===== src/rtl/sc_multi_upcounter_if.sv =====
// Control and status bundle for sc_multi_upcounter: per-channel strobes in,
// combined and per-channel counts plus flags out.
interface sc_multi_upcounter_if #(
  parameter int W = 8,
  parameter int N = 2
);
  logic [N-1:0]   SC_upCOUNTER_upcount_InLow;
  logic [N-1:0]   SC_upCOUNTER_clear_InHigh;
  logic [N-1:0]   SC_upCOUNTER_load_InHigh;
  logic [W-1:0]   SC_upCOUNTER_loadData_InBUS;
  logic           SC_upCOUNTER_saturate_InHigh;
  logic [1:0]     SC_upCOUNTER_combine_InBUS;
  logic [2:0]     SC_upCOUNTER_sel_InBUS;
  logic [W-1:0]   SC_upCOUNTER_data_OutBUS;
  logic [N*W-1:0] SC_upCOUNTER_channel_OutBUS;
  logic [N-1:0]   SC_upCOUNTER_tc_OutHigh;
  logic [N-1:0]   SC_upCOUNTER_overflow_OutHigh;

  modport master (
    output SC_upCOUNTER_upcount_InLow, SC_upCOUNTER_clear_InHigh,
           SC_upCOUNTER_load_InHigh, SC_upCOUNTER_loadData_InBUS,
           SC_upCOUNTER_saturate_InHigh, SC_upCOUNTER_combine_InBUS,
           SC_upCOUNTER_sel_InBUS,
    input  SC_upCOUNTER_data_OutBUS, SC_upCOUNTER_channel_OutBUS,
           SC_upCOUNTER_tc_OutHigh, SC_upCOUNTER_overflow_OutHigh
  );

  modport slave (
    input  SC_upCOUNTER_upcount_InLow, SC_upCOUNTER_clear_InHigh,
           SC_upCOUNTER_load_InHigh, SC_upCOUNTER_loadData_InBUS,
           SC_upCOUNTER_saturate_InHigh, SC_upCOUNTER_combine_InBUS,
           SC_upCOUNTER_sel_InBUS,
    output SC_upCOUNTER_data_OutBUS, SC_upCOUNTER_channel_OutBUS,
           SC_upCOUNTER_tc_OutHigh, SC_upCOUNTER_overflow_OutHigh
  );
endinterface


===== src/rtl/sc_multi_upcounter.sv =====
// N independent up-counters with clear/load/count priority, wrap or saturate
// at LIMIT, registered terminal-count pulse, sticky overflow and a combined view.
module sc_multi_upcounter #(
  parameter int upCOUNTER_DATAWIDTH = 8,
  parameter int upCOUNTER_CHANNELS  = 2,
  parameter int upCOUNTER_LIMIT     = (1 << upCOUNTER_DATAWIDTH) - 1
) (
  input  logic                 SC_upCOUNTER_CLOCK_50,
  input  logic                 SC_upCOUNTER_RESET_InHigh,
  sc_multi_upcounter_if.slave  bus
);

  localparam int            W      = upCOUNTER_DATAWIDTH;
  localparam int            N      = upCOUNTER_CHANNELS;
  localparam logic [W-1:0]  LIM    = W'(upCOUNTER_LIMIT);
  localparam logic [W-1:0]  LIM_M1 = LIM - W'(1);

  function automatic logic [W-1:0] clamp_load(input logic [W-1:0] v);
    return (v > LIM) ? LIM : v;
  endfunction

  logic [W-1:0] cnt_q [N];
  logic [W-1:0] cnt_d [N];
  logic [N-1:0] tc_q, tc_d;
  logic [N-1:0] ovf_q, ovf_d;

  // Next-state: clear beats load beats count; tc only on the LIMIT-1 -> LIMIT step.
  always_comb begin
    for (int i = 0; i < N; i++) begin
      cnt_d[i] = cnt_q[i];
      tc_d[i]  = 1'b0;
      ovf_d[i] = ovf_q[i];
      if (bus.SC_upCOUNTER_clear_InHigh[i]) begin
        cnt_d[i] = '0;
        ovf_d[i] = 1'b0;
      end else if (bus.SC_upCOUNTER_load_InHigh[i]) begin
        cnt_d[i] = clamp_load(bus.SC_upCOUNTER_loadData_InBUS);
        ovf_d[i] = 1'b0;
      end else if (!bus.SC_upCOUNTER_upcount_InLow[i]) begin
        if (cnt_q[i] == LIM) begin
          if (!bus.SC_upCOUNTER_saturate_InHigh) begin
            cnt_d[i] = '0;
            ovf_d[i] = 1'b1;
          end
        end else begin
          cnt_d[i] = cnt_q[i] + W'(1);
          tc_d[i]  = (cnt_q[i] == LIM_M1);
        end
      end
    end
  end

  always_ff @(posedge SC_upCOUNTER_CLOCK_50 or posedge SC_upCOUNTER_RESET_InHigh) begin
    if (SC_upCOUNTER_RESET_InHigh) begin
      for (int i = 0; i < N; i++) cnt_q[i] <= '0;
      tc_q  <= '0;
      ovf_q <= '0;
    end else begin
      for (int i = 0; i < N; i++) cnt_q[i] <= cnt_d[i];
      tc_q  <= tc_d;
      ovf_q <= ovf_d;
    end
  end

  logic [W-1:0]   and_v, or_v, xor_v, sel_v, data_v;
  logic [N*W-1:0] chan_v;

  // Combined view is purely combinational so it tracks the registers in-cycle;
  // an out-of-range select matches no channel and leaves sel_v at zero.
  always_comb begin
    and_v  = '1;
    or_v   = '0;
    xor_v  = '0;
    sel_v  = '0;
    chan_v = '0;
    for (int i = 0; i < N; i++) begin
      and_v = and_v & cnt_q[i];
      or_v  = or_v  | cnt_q[i];
      xor_v = xor_v ^ cnt_q[i];
      if (bus.SC_upCOUNTER_sel_InBUS == 3'(i)) sel_v = cnt_q[i];
      chan_v[i*W +: W] = cnt_q[i];
    end
    case (bus.SC_upCOUNTER_combine_InBUS)
      2'b00:   data_v = and_v;
      2'b01:   data_v = or_v;
      2'b10:   data_v = xor_v;
      default: data_v = sel_v;
    endcase
  end

  assign bus.SC_upCOUNTER_data_OutBUS      = data_v;
  assign bus.SC_upCOUNTER_channel_OutBUS   = chan_v;
  assign bus.SC_upCOUNTER_tc_OutHigh       = tc_q;
  assign bus.SC_upCOUNTER_overflow_OutHigh = ovf_q;

endmodule


===== src/flat_wrapper.sv =====
// flat-port wrapper written by rule: the top's interface ports become plain ports
module sc_multi_upcounter_flat 
#(
  parameter int upCOUNTER_DATAWIDTH = 8,
  parameter int upCOUNTER_CHANNELS  = 2,
  parameter int upCOUNTER_LIMIT     = (1 << upCOUNTER_DATAWIDTH) - 1
)
  (SC_upCOUNTER_CLOCK_50, SC_upCOUNTER_RESET_InHigh, bus_SC_upCOUNTER_upcount_InLow, bus_SC_upCOUNTER_clear_InHigh, bus_SC_upCOUNTER_load_InHigh, bus_SC_upCOUNTER_loadData_InBUS, bus_SC_upCOUNTER_saturate_InHigh, bus_SC_upCOUNTER_combine_InBUS, bus_SC_upCOUNTER_sel_InBUS, bus_SC_upCOUNTER_data_OutBUS, bus_SC_upCOUNTER_channel_OutBUS, bus_SC_upCOUNTER_tc_OutHigh, bus_SC_upCOUNTER_overflow_OutHigh);
  sc_multi_upcounter_if #(.W((8)), .N((2))) bus_i ();
  input  logic SC_upCOUNTER_CLOCK_50;
  input  logic SC_upCOUNTER_RESET_InHigh;
  input wire logic [$bits(bus_i.SC_upCOUNTER_upcount_InLow)-1:0] bus_SC_upCOUNTER_upcount_InLow;
  input wire logic [$bits(bus_i.SC_upCOUNTER_clear_InHigh)-1:0] bus_SC_upCOUNTER_clear_InHigh;
  input wire logic [$bits(bus_i.SC_upCOUNTER_load_InHigh)-1:0] bus_SC_upCOUNTER_load_InHigh;
  input wire logic [$bits(bus_i.SC_upCOUNTER_loadData_InBUS)-1:0] bus_SC_upCOUNTER_loadData_InBUS;
  input wire logic [$bits(bus_i.SC_upCOUNTER_saturate_InHigh)-1:0] bus_SC_upCOUNTER_saturate_InHigh;
  input wire logic [$bits(bus_i.SC_upCOUNTER_combine_InBUS)-1:0] bus_SC_upCOUNTER_combine_InBUS;
  input wire logic [$bits(bus_i.SC_upCOUNTER_sel_InBUS)-1:0] bus_SC_upCOUNTER_sel_InBUS;
  output wire logic [$bits(bus_i.SC_upCOUNTER_data_OutBUS)-1:0] bus_SC_upCOUNTER_data_OutBUS;
  output wire logic [$bits(bus_i.SC_upCOUNTER_channel_OutBUS)-1:0] bus_SC_upCOUNTER_channel_OutBUS;
  output wire logic [$bits(bus_i.SC_upCOUNTER_tc_OutHigh)-1:0] bus_SC_upCOUNTER_tc_OutHigh;
  output wire logic [$bits(bus_i.SC_upCOUNTER_overflow_OutHigh)-1:0] bus_SC_upCOUNTER_overflow_OutHigh;
  assign bus_i.SC_upCOUNTER_upcount_InLow = bus_SC_upCOUNTER_upcount_InLow;
  assign bus_i.SC_upCOUNTER_clear_InHigh = bus_SC_upCOUNTER_clear_InHigh;
  assign bus_i.SC_upCOUNTER_load_InHigh = bus_SC_upCOUNTER_load_InHigh;
  assign bus_i.SC_upCOUNTER_loadData_InBUS = bus_SC_upCOUNTER_loadData_InBUS;
  assign bus_i.SC_upCOUNTER_saturate_InHigh = bus_SC_upCOUNTER_saturate_InHigh;
  assign bus_i.SC_upCOUNTER_combine_InBUS = bus_SC_upCOUNTER_combine_InBUS;
  assign bus_i.SC_upCOUNTER_sel_InBUS = bus_SC_upCOUNTER_sel_InBUS;
  assign bus_SC_upCOUNTER_data_OutBUS = bus_i.SC_upCOUNTER_data_OutBUS;
  assign bus_SC_upCOUNTER_channel_OutBUS = bus_i.SC_upCOUNTER_channel_OutBUS;
  assign bus_SC_upCOUNTER_tc_OutHigh = bus_i.SC_upCOUNTER_tc_OutHigh;
  assign bus_SC_upCOUNTER_overflow_OutHigh = bus_i.SC_upCOUNTER_overflow_OutHigh;
  sc_multi_upcounter #(.upCOUNTER_DATAWIDTH(upCOUNTER_DATAWIDTH), .upCOUNTER_CHANNELS(upCOUNTER_CHANNELS), .upCOUNTER_LIMIT(upCOUNTER_LIMIT)) u_core (.SC_upCOUNTER_CLOCK_50(SC_upCOUNTER_CLOCK_50), .SC_upCOUNTER_RESET_InHigh(SC_upCOUNTER_RESET_InHigh), .bus(bus_i));
endmodule

===== config.mk =====
export PLATFORM = sky130hd
export DESIGN_NAME = sc_multi_upcounter_flat
export DESIGN_NICKNAME = d
export VERILOG_FILES = /design/src/rtl/sc_multi_upcounter_if.sv /design/src/rtl/sc_multi_upcounter.sv /design/src/flat_wrapper.sv
export SDC_FILE = /design/constraint.sdc
export NUM_CORES = 1
export LEC_CHECK = 0
export ABC_AREA = 0
export CORE_ASPECT_RATIO = 1.75
export CORE_UTILIZATION = 54
export DETAILED_ROUTE_END_ITERATION = 16
export PLACE_DENSITY = 0.95
export SLEW_MARGIN = 20
export SYNTH_ARGS = -nofsm -noshare
export SYNTH_HDL_FRONTEND = slang
export SYNTH_SLANG_ARGS = --single-unit

===== constraint.sdc =====
create_clock -name SC_upCOUNTER_CLOCK_50 -period 3.45 [get_ports SC_upCOUNTER_CLOCK_50]
set_clock_uncertainty 0.1 [all_clocks]
set_input_delay 0.345 -clock SC_upCOUNTER_CLOCK_50 [delete_from_list [all_inputs] [get_ports SC_upCOUNTER_CLOCK_50]]
set_output_delay 0.345 -clock SC_upCOUNTER_CLOCK_50 [all_outputs]
set_load 0.05 [all_outputs]

; ---- Word level (Yosys, flattened, before mapping)
; Cells that the tools add are included.
[op_classes]
n_div = 0
multipliers = 0
mux = 30
bitwise = 3
shift = 0
addsub = 2
n_eq_ne = 13
n_lt_le_gt_ge = 1
n_reduce_logical = 8
[op_table]
columns = op, n
row1 = two-way mux 8 bit, 12
row2 = == test 8 bit (second input constant), 4
row3 = case mux 8 bit (3 select lines), 1
row4 = two-way mux 1 bit, 17
row5 = adder 8 x 1 -> 8 bit (second input constant), 2
row6 = bitwise AND 8 bit, 1
row7 = greater-than comparator 8 bit (second input constant), 1
row8 = inequality test 4 bit (second input constant), 2
row9 = OR 8 bit, 1
row10 = XOR 8 bit, 1
row11 = inequality test 3 x 1 -> 1 bit (second input constant), 2
row12 = inequality test 3 bit (second input constant), 2
row13 = AND reduction 3 bit, 2
row14 = nonzero test 3 bit, 2
row15 = AND reduction 2 bit, 2
row16 = == test 3 x 1 -> 1 bit (second input constant), 1
row17 = logical NOT 3 bit, 1
row18 = == test 2 x 1 -> 1 bit (second input constant), 1
row19 = == test 2 bit (second input constant), 1
row20 = logical NOT 2 bit, 1
[word_totals]
memories = 0
out_inout_bits = 28
latch_bits = 0
mem_bits_ro = 0
input_bits = 22
ram_bits = 0
wordCells = 62
reg_bits = 20

; ---- Depth between registers and ports, before layout
; Gate-level depths: netlist of run 1.
[depth]
depth_word = 5
ltp_mapped = 7

; ---- Least setup slack after synthesis of run 1
; No wires, ideal clock.
[synth_timing]
kind = register to output
start = register u_core.cnt_q (netlist bit u_core.bus.SC_upCOUNTER_channel_OutBUS[4])
end = output bus_SC_upCOUNTER_data_OutBUS[4]
required_ns = 3.005
path_stages_with_launch = 7
t_arrival_ns = 2.338
n_path_buf = 1
path_slack_ns = 0.667
path_cell_list = dfrtp_1 -> clkbuf_2 -> inv_1 -> ha_1 -> nand2_1 -> o21ai_0 -> o21ai_0
[synth_between]
elab_chain_cells = 3
elab_cells_between_ends = 6
classes_between = mux: 3 / bitwise: 3
[synth_rtl]
columns = item, line
row1 = from (decl), sc_multi_upcounter.sv:22  ; logic [W-1:0] cnt_q [N];
row2 = two-way mux 8 bit (2 in a row), sc_multi_upcounter.sv:80  ; if (bus.SC_upCOUNTER_sel_InBUS == 3'(i)) sel_v = cnt_q[i];
row3 = case mux 8 bit (3 select lines) *, sc_multi_upcounter.sv:83  ; case (bus.SC_upCOUNTER_combine_InBUS)
row4 = to (decl), flat_wrapper.sv:19  ; output wire logic [$bits(bus_i.SC_upCOUNTER_data_OutBUS)-1:0] bus_SC_upCOUNTER_data_OutBUS;
; Every way passes the cells marked *; elsewhere a longest branch is shown, timed or not.

; ---- Worst setup path in the final report of run 1
[layout_timing]
start = register u_core.cnt_q (netlist bit u_core.bus.SC_upCOUNTER_channel_OutBUS[3])
end = output bus_SC_upCOUNTER_data_OutBUS[3]
; Same word-level chain as after synthesis.

==> results of run 1 <==
-- cells by family after synthesis --
kind of cell / share of synthesized area [%]
AO/OA/AOI/OAI: 23.6
adder cells (fa/ha/maj): 12.6
XOR/XNOR: 0.440
multiplexers: 5.03
AND/OR/NAND/NOR: 23.6
buffers and inverters: 9.74
flip-flops: 25.1
-- report_power, final --
group	internal (mW)	total [mW]	switching (mW)
clock	0.155	0.241	0.0861
sequential	0.247	0.287	0.0400
combinational	0.132	0.321	0.188
total	0.534	0.849	0.314
-- layer usage --
metal | track usage (%) | vias to the layer above | routed length, µm | part of all wire [%]
met3 | 5.22 | 35 | 489 | 8.3
met5 | 0 | - | 0 | 0
li1 | - | 1005 | - | -
met2 | 57.6 | 153 | 3060 | 52
met1 | 36.6 | 986 | 2040 | 35
met4 | 21.7 | 0 | 306 | 5.2
-- cells in the final DEF (no fill, tap or decap), types with 3 or more instances in the layout --
| master | netlist | layout |
|---|---|---|
| a221oi_1 | 3 | 3 |
| nand2_1 | 28 | 28 |
| nor4_1 | 3 | 3 |
| clkbuf_8 | 0 | 3 |
| a31oi_1 | 4 | 4 |
| nor3_1 | 6 | 6 |
| buf_12 | 0 | 8 |
| a2111oi_0 | 3 | 3 |
| o22ai_1 | 9 | 9 |
| dfrtp_1 | 20 | 20 |
| a211oi_1 | 3 | 3 |
| clkdlybuf4s50_1 | 0 | 41 |
| nor2b_1 | 3 | 3 |
| nor2_1 | 11 | 11 |
| inv_1 | 32 | 32 |
| nand4_1 | 3 | 3 |
| nand3_1 | 8 | 8 |
| ha_1 | 20 | 20 |
| a21oi_1 | 12 | 12 |
| mux2i_1 | 10 | 10 |
| o21ai_0 | 23 | 23 |
-- sequential cells by signal (all words and copies together) (netlist names) --
| name | flops |
|---|---|
| u_core.bus.SC_upCOUNTER_channel_OutBUS | 16 |
| u_core.bus.SC_upCOUNTER_tc_OutHigh | 2 |
| u_core.bus.SC_upCOUNTER_overflow_OutHigh | 2 |
-- per-stage QoR --
step / worst slack, ns / instance area, µm² / hold slack (ns)
2_1_floorplan: 0.667 / 1990 / 0.209
3_3_place_gp: 1.07 / 2550 / 0.392
3_5_place_dp: 1.04 / 2550 / 0.401
4_1_cts: 1.02 / 2620 / 0.424
5_1_grt: 0.898 / 2620 / 0.447
6_report: 0.996 / 2620 / 0.410
-- worst max-delay path: stages (launching register included) --
cell and delay [ns]:
dfrtp_1 0.56, inv_1 0.20, ha_1 0.33, inv_1 0.04, o22ai_1 0.18, nand2_1 0.07, o21ai_0 0.17, buf_12 0.19
-- area by class of cell --
class | count | share of cell area [%]
timing repair buffer | 50 | 22.0
clock buffer | 3 | 1.57
sequential | 20 | 19.1
multi-input combinational | 189 | 49.5
tap | 45 | 2.15
clock inverter | 1 | 1.14
inverter | 32 | 4.58
-- how the worst max path moves through the flow --
| stage | from | cells after the start | slack, ns | end |
|---|---|---|---|---|
| global placement | bus_SC_upCOUNTER_combine_InBUS[0] | 6 | 1.07 | bus_SC_upCOUNTER_data_OutBUS[2] |
| floorplan | u_core.bus.SC_upCOUNTER_channel_OutBUS[4] | 6 | 0.67 | bus_SC_upCOUNTER_data_OutBUS[4] |
| CTS | bus_SC_upCOUNTER_combine_InBUS[0] | 6 | 1.02 | bus_SC_upCOUNTER_data_OutBUS[1] |
| detailed placement | bus_SC_upCOUNTER_combine_InBUS[0] | 6 | 1.04 | bus_SC_upCOUNTER_data_OutBUS[1] |
| global route | bus_SC_upCOUNTER_combine_InBUS[0] | 6 | 0.90 | bus_SC_upCOUNTER_data_OutBUS[4] |
| finish | u_core.bus.SC_upCOUNTER_channel_OutBUS[3] | 7 | 1.0 | bus_SC_upCOUNTER_data_OutBUS[3] |
==> flow_metrics.tcl, run 1 <==
set metrics [dict create \
    outcome "finished clean" \
    routed_wl_um 5900 \
    wire_per_inst_um 17.3 \
    clock_path_buffers 2 \
    final_net_count 338 \
    syn-num-nets 298 \
    drv_slew 0 \
    ir_drop_uv 367 \
    rr_worst_depth 5 \
    grt_max_degree 24 \
    cts_root_buf "clkbuf_8" \
    hold_class "in -> async" \
    place.gp.congestion 0.953 \
    layout.area.seq_um2 500 \
    dieArea_um2 3950 \
    die_x_um 47.9 \
    syn_to_final_growth_pct 31.7 \
    tightest_slew_ns 0.781 \
    grt_use_total_pct 33.8 \
    drive_above_1_share_pct 7.80 \
    first_pass_iters 5 \
    drtIter0Drc 115 \
    ys_top_cells_by_area "dfrtp_1 25%, ha_1 13%, inv_1 6.0%, o21ai_0 5.8%, nand2_1 5.3%" \
    finalCoreUtilization_pct 76.4 \
    crit_type "reg -> out" \
    finalSetupTns_ns 0 \
    multi_input_area_um2 1300 \
    total_power_mw 0.849 \
    grt_overflow 0 \
    dp_hpwl_um 4290 \
    setup_viol 0 \
    synth.most_common_cell "inv_1" \
    clk_pin_slew_ns 0.08 \
    antenna_cells 0 \
    r2r_end "u_core.bus.SC_upCOUNTER_channel_OutBUS[6]" \
    synthesis.area_um2 1990 \
    yosysWarnings 0 \
    leakagePower_nw 1.10 \
    antenna_found_initial 0 \
    viasPerCell 6.41 \
    cp_max_fo 10 \
    fill_cells 263 \
    ys_async_sr_fraction_pct 100 \
    postSynthAreaPerCell_um2 7.78 \
    grt_pass1_vias 2088 \
    core_area_um2 3430 \
    cts_tree "done" \
    finalNonFillerCells 340 \
    start_util_pct 58.0 \
    dp.cells 336 \
    grt_pass1_wl_um 9480 \
    seq_area_frac_synth_pct 25.1 \
    port_buffers 49 \
    r2r_start "u_core.bus.SC_upCOUNTER_channel_OutBUS[1]" \
    hold_buffers 0 \
    crit_arrival_ns 2.01 \
    synth_cell_types 56 \
    vias 2179 \
    rsz0062_at_grt "no" \
    die_h_um 82.3 \
    ant_nets 0 \
    cts_buffers 3 \
    insertion_delay_ns 0.27 \
    syn-instance-count 256 \
    reg2reg_setup_slack_ns 1.29 \
    powerDensity_nw_per_um2 324 \
    synth_edf_count 0 \
    ios 50 \
    cts_setup_buffers 0 \
    cts-resized-gates 0 \
    relSlewSlack_pct 47.8 \
    startpoint_type "flip-flop" \
    drc 0 \
    synth_common_cells "32 x inv_1, 28 x nand2_1, 23 x o21ai_0, 20 x dfrtp_1, 20 x ha_1" \
    synth_seq_cells 20 \
    required_ns 3.00 \
    fmax_mhz 408 \
    period_share_pct 71.1 \
    yosysTopAreaCell "dfrtp_1" \
    crit_path_end_kind "output pin" \
    yosys_most_used_dff "dfrtp_1" \
    cap_viol_max_count 0 \
    fin_crit_ns 2.45 \
    hold_violations 0 \
    synth_top_area_share_pct 25.1 \
    cts_max_level 1 \
    rows 28 \
    cts.sinks 20 \
]
(Power assumes the default switching activity.)
==> run 2: changes to the inputs <==
- CORE_UTILIZATION: 54 -> 45
- PLACE_DENSITY: 0.95 -> 0.85
- clock period: 3.45 -> 2.2 ns (I/O delays scaled with it)
==> run 2 against run 1 <==
Effect of this change: sequential share of layout area decreased by 0.64 points; sequential power up 51%; cell count increased by 5.0%; count of clock-buffer cells in the layout unchanged; non-clock buffer count is 14 higher; first-iteration DRC count shrank 34%; critical path type is now in -> out; largest cell class unchanged; highest routed layer unchanged.
==> flow_metrics.tcl, run 2 (same netlist as run 1, synthesis figures left out) <==
set metrics [dict create \
    outcome "finished clean" \
    largest_register_ff_count 16 \
    grt_overflow 0 \
    period_share_pct 96.6 \
    wire_per_inst_um 16.1 \
    crit_type "in -> out" \
    fin_crit_ns 2.13 \
    die_x_um 52.3 \
    grtUsageMet3_pct 1.35 \
    viasPerCell 5.98 \
    ir_drop_uv 389 \
    final_common_cell "clkdlybuf4s50_1" \
    crit_path_cell_trace "clkdlybuf4s50_1, or3b_2, o22ai_1, nand2_1, o21ai_1, buf_12" \
    tightest_slew_ns 0.500 \
    fmax_mhz 470 \
    powerDensity_nw_per_um2 447 \
    fill_cells 370 \
    core_area_um2 4190 \
    critPathBufInv 2 \
    start_util_pct 47.6 \
    met1_usage_pct 27.3 \
    startpoint_type "input port" \
    first_pass_iters 4 \
    antenna_cells 0 \
    grt_max_degree 24 \
    crit_path_end_kind "output pin" \
    use_met2_pct 45.7 \
    crit_arrival_ns 1.81 \
    cts.sinks 20 \
    rows 31 \
    cts_root_buf "clkbuf_8" \
    syn_to_final_growth_pct 37.0 \
    relSlewSlack_pct 66.5 \
    slowest_stage "or3b_2" \
    rsz0062_at_grt "no" \
    cts_buffers 3 \
    crit_family "buffers and inverters" \
    port_buffers 49 \
    vias 2136 \
    die_h_um 90.0 \
    total_power_mw 1.22 \
    grt_pass1_vias 2094 \
    top_usage_layer "met2" \
    required_ns 1.88 \
    hold_buffers 0 \
    routed_wl_um 5760 \
    drtIter0Drc 76 \
    cp_max_fo 8 \
    place.gp.congestion 0.966 \
    final_net_count 352 \
    cts_setup_buffers 0 \
    grt_use_total_pct 25.1 \
    dieArea_um2 4710 \
    cts_max_level 1 \
    dp_hpwl_um 4610 \
    insertion_delay_ns 0.26 \
    hold_violations 0 \
    leakagePower_nw 1.16 \
    max_stage_delay_ns 0.57 \
    antenna_found_initial 0 \
    worst_hold_slack_ns 0.190 \
    ios 50 \
    ant_nets 0 \
    clock_path_buffers 2 \
    cts_tree "done" \
    final_cell_mix "41 x clkdlybuf4s50_1, 32 x inv_1, 28 x nand2_1" \
    hold_class "in -> async" \
    setup_viol 0 \
    drive_above_1_share_pct 14.3 \
    cap_viol_max_count 0 \
    clk_pin_slew_ns 0.07 \
    drv_slew 0 \
    drc 0 \
    grt_pass1_wl_um 9180 \
]
run 2: changes by cell type in the layout (fill, tap and decap cells not counted), sizes merged:
cell    before  now
buf          9   23
bufinv       1    0
run 2: path summary, 6_finish.rpt:
path                                                                      start                                     endpoint  slack (ns)  cells after the start
min in group SC_upCOUNTER_CLOCK_50  u_core.bus.SC_upCOUNTER_overflow_OutHigh[1]  u_core.bus.SC_upCOUNTER_overflow_OutHigh[1]        0.41                      2
worst max-delay path                          bus_SC_upCOUNTER_combine_InBUS[0]              bus_SC_upCOUNTER_data_OutBUS[7]        0.07                      6
worst min-delay path                                  SC_upCOUNTER_RESET_InHigh        u_core.bus.SC_upCOUNTER_tc_OutHigh[0]        0.19                      3
max in group asynchronous                             SC_upCOUNTER_RESET_InHigh   u_core.bus.SC_upCOUNTER_channel_OutBUS[10]        1.57                      3
worst min register to register      u_core.bus.SC_upCOUNTER_overflow_OutHigh[1]  u_core.bus.SC_upCOUNTER_overflow_OutHigh[1]        0.41                      2
worst max register to register        u_core.bus.SC_upCOUNTER_channel_OutBUS[8]   u_core.bus.SC_upCOUNTER_channel_OutBUS[13]        0.21                      5
run 2: routing by layer:
metal	wire, µm	vias up
met4	161	0
met1	2190	1007
met2	3160	85
met3	244	16
li1	-	1028
met5	0	-
run 2: area by class of cell:
type	count	area, µm²	share of cell area, %
timing repair buffer	64	683	25.0
tap	49	61.3	2.25
inverter	32	120	4.40
clock buffer	3	41.3	1.51
multi-input combinational	189	1320	48.4
sequential	20	503	18.4
run 2: worst register-to-register path: stages (launching register included):
cell and delay [ns]:
dfrtp_1 0.48, ha_1 0.36, nand4_1 0.20, o21bai_1 0.37, a21oi_1 0.14, a221oi_2 0.25
run 2: per-stage QoR:
| stage | area (µm²) | setup WS, ns | setup TNS [ns] | util, % | std cells |
|---|---|---|---|---|---|
| final | 2730 | 0.0737 | 0 | 65.1 | 357 |
| after global routing | 2730 | 0.00278 | 0 | 65.1 | 357 |
| after CTS | 2730 | 0.0645 | 0 | 65.1 | 357 |
| after detailed placement | 2690 | 0.0750 | 0 | 64.1 | 354 |
| after global placement | 2690 | 0.0897 | 0 | 64.1 | 354 |
| after floorplan | 2010 | -0.0843 | -0.0843 | - | 256 |
run 2: repair_timing:
item / 4_1_cts / 5_1_grt
endpoints found under the setup margin: 0 / 2
endpoints found under the hold margin: 0 / 0
resized for setup: 0 / 2
run 2: power by group:
| part | internal (mW) | switching, mW |
|---|---|---|
| logic | 0.231 | 0.317 |
| registers | 0.388 | 0.0454 |
| clock network | 0.122 | 0.116 |
| total | 0.741 | 0.478 |
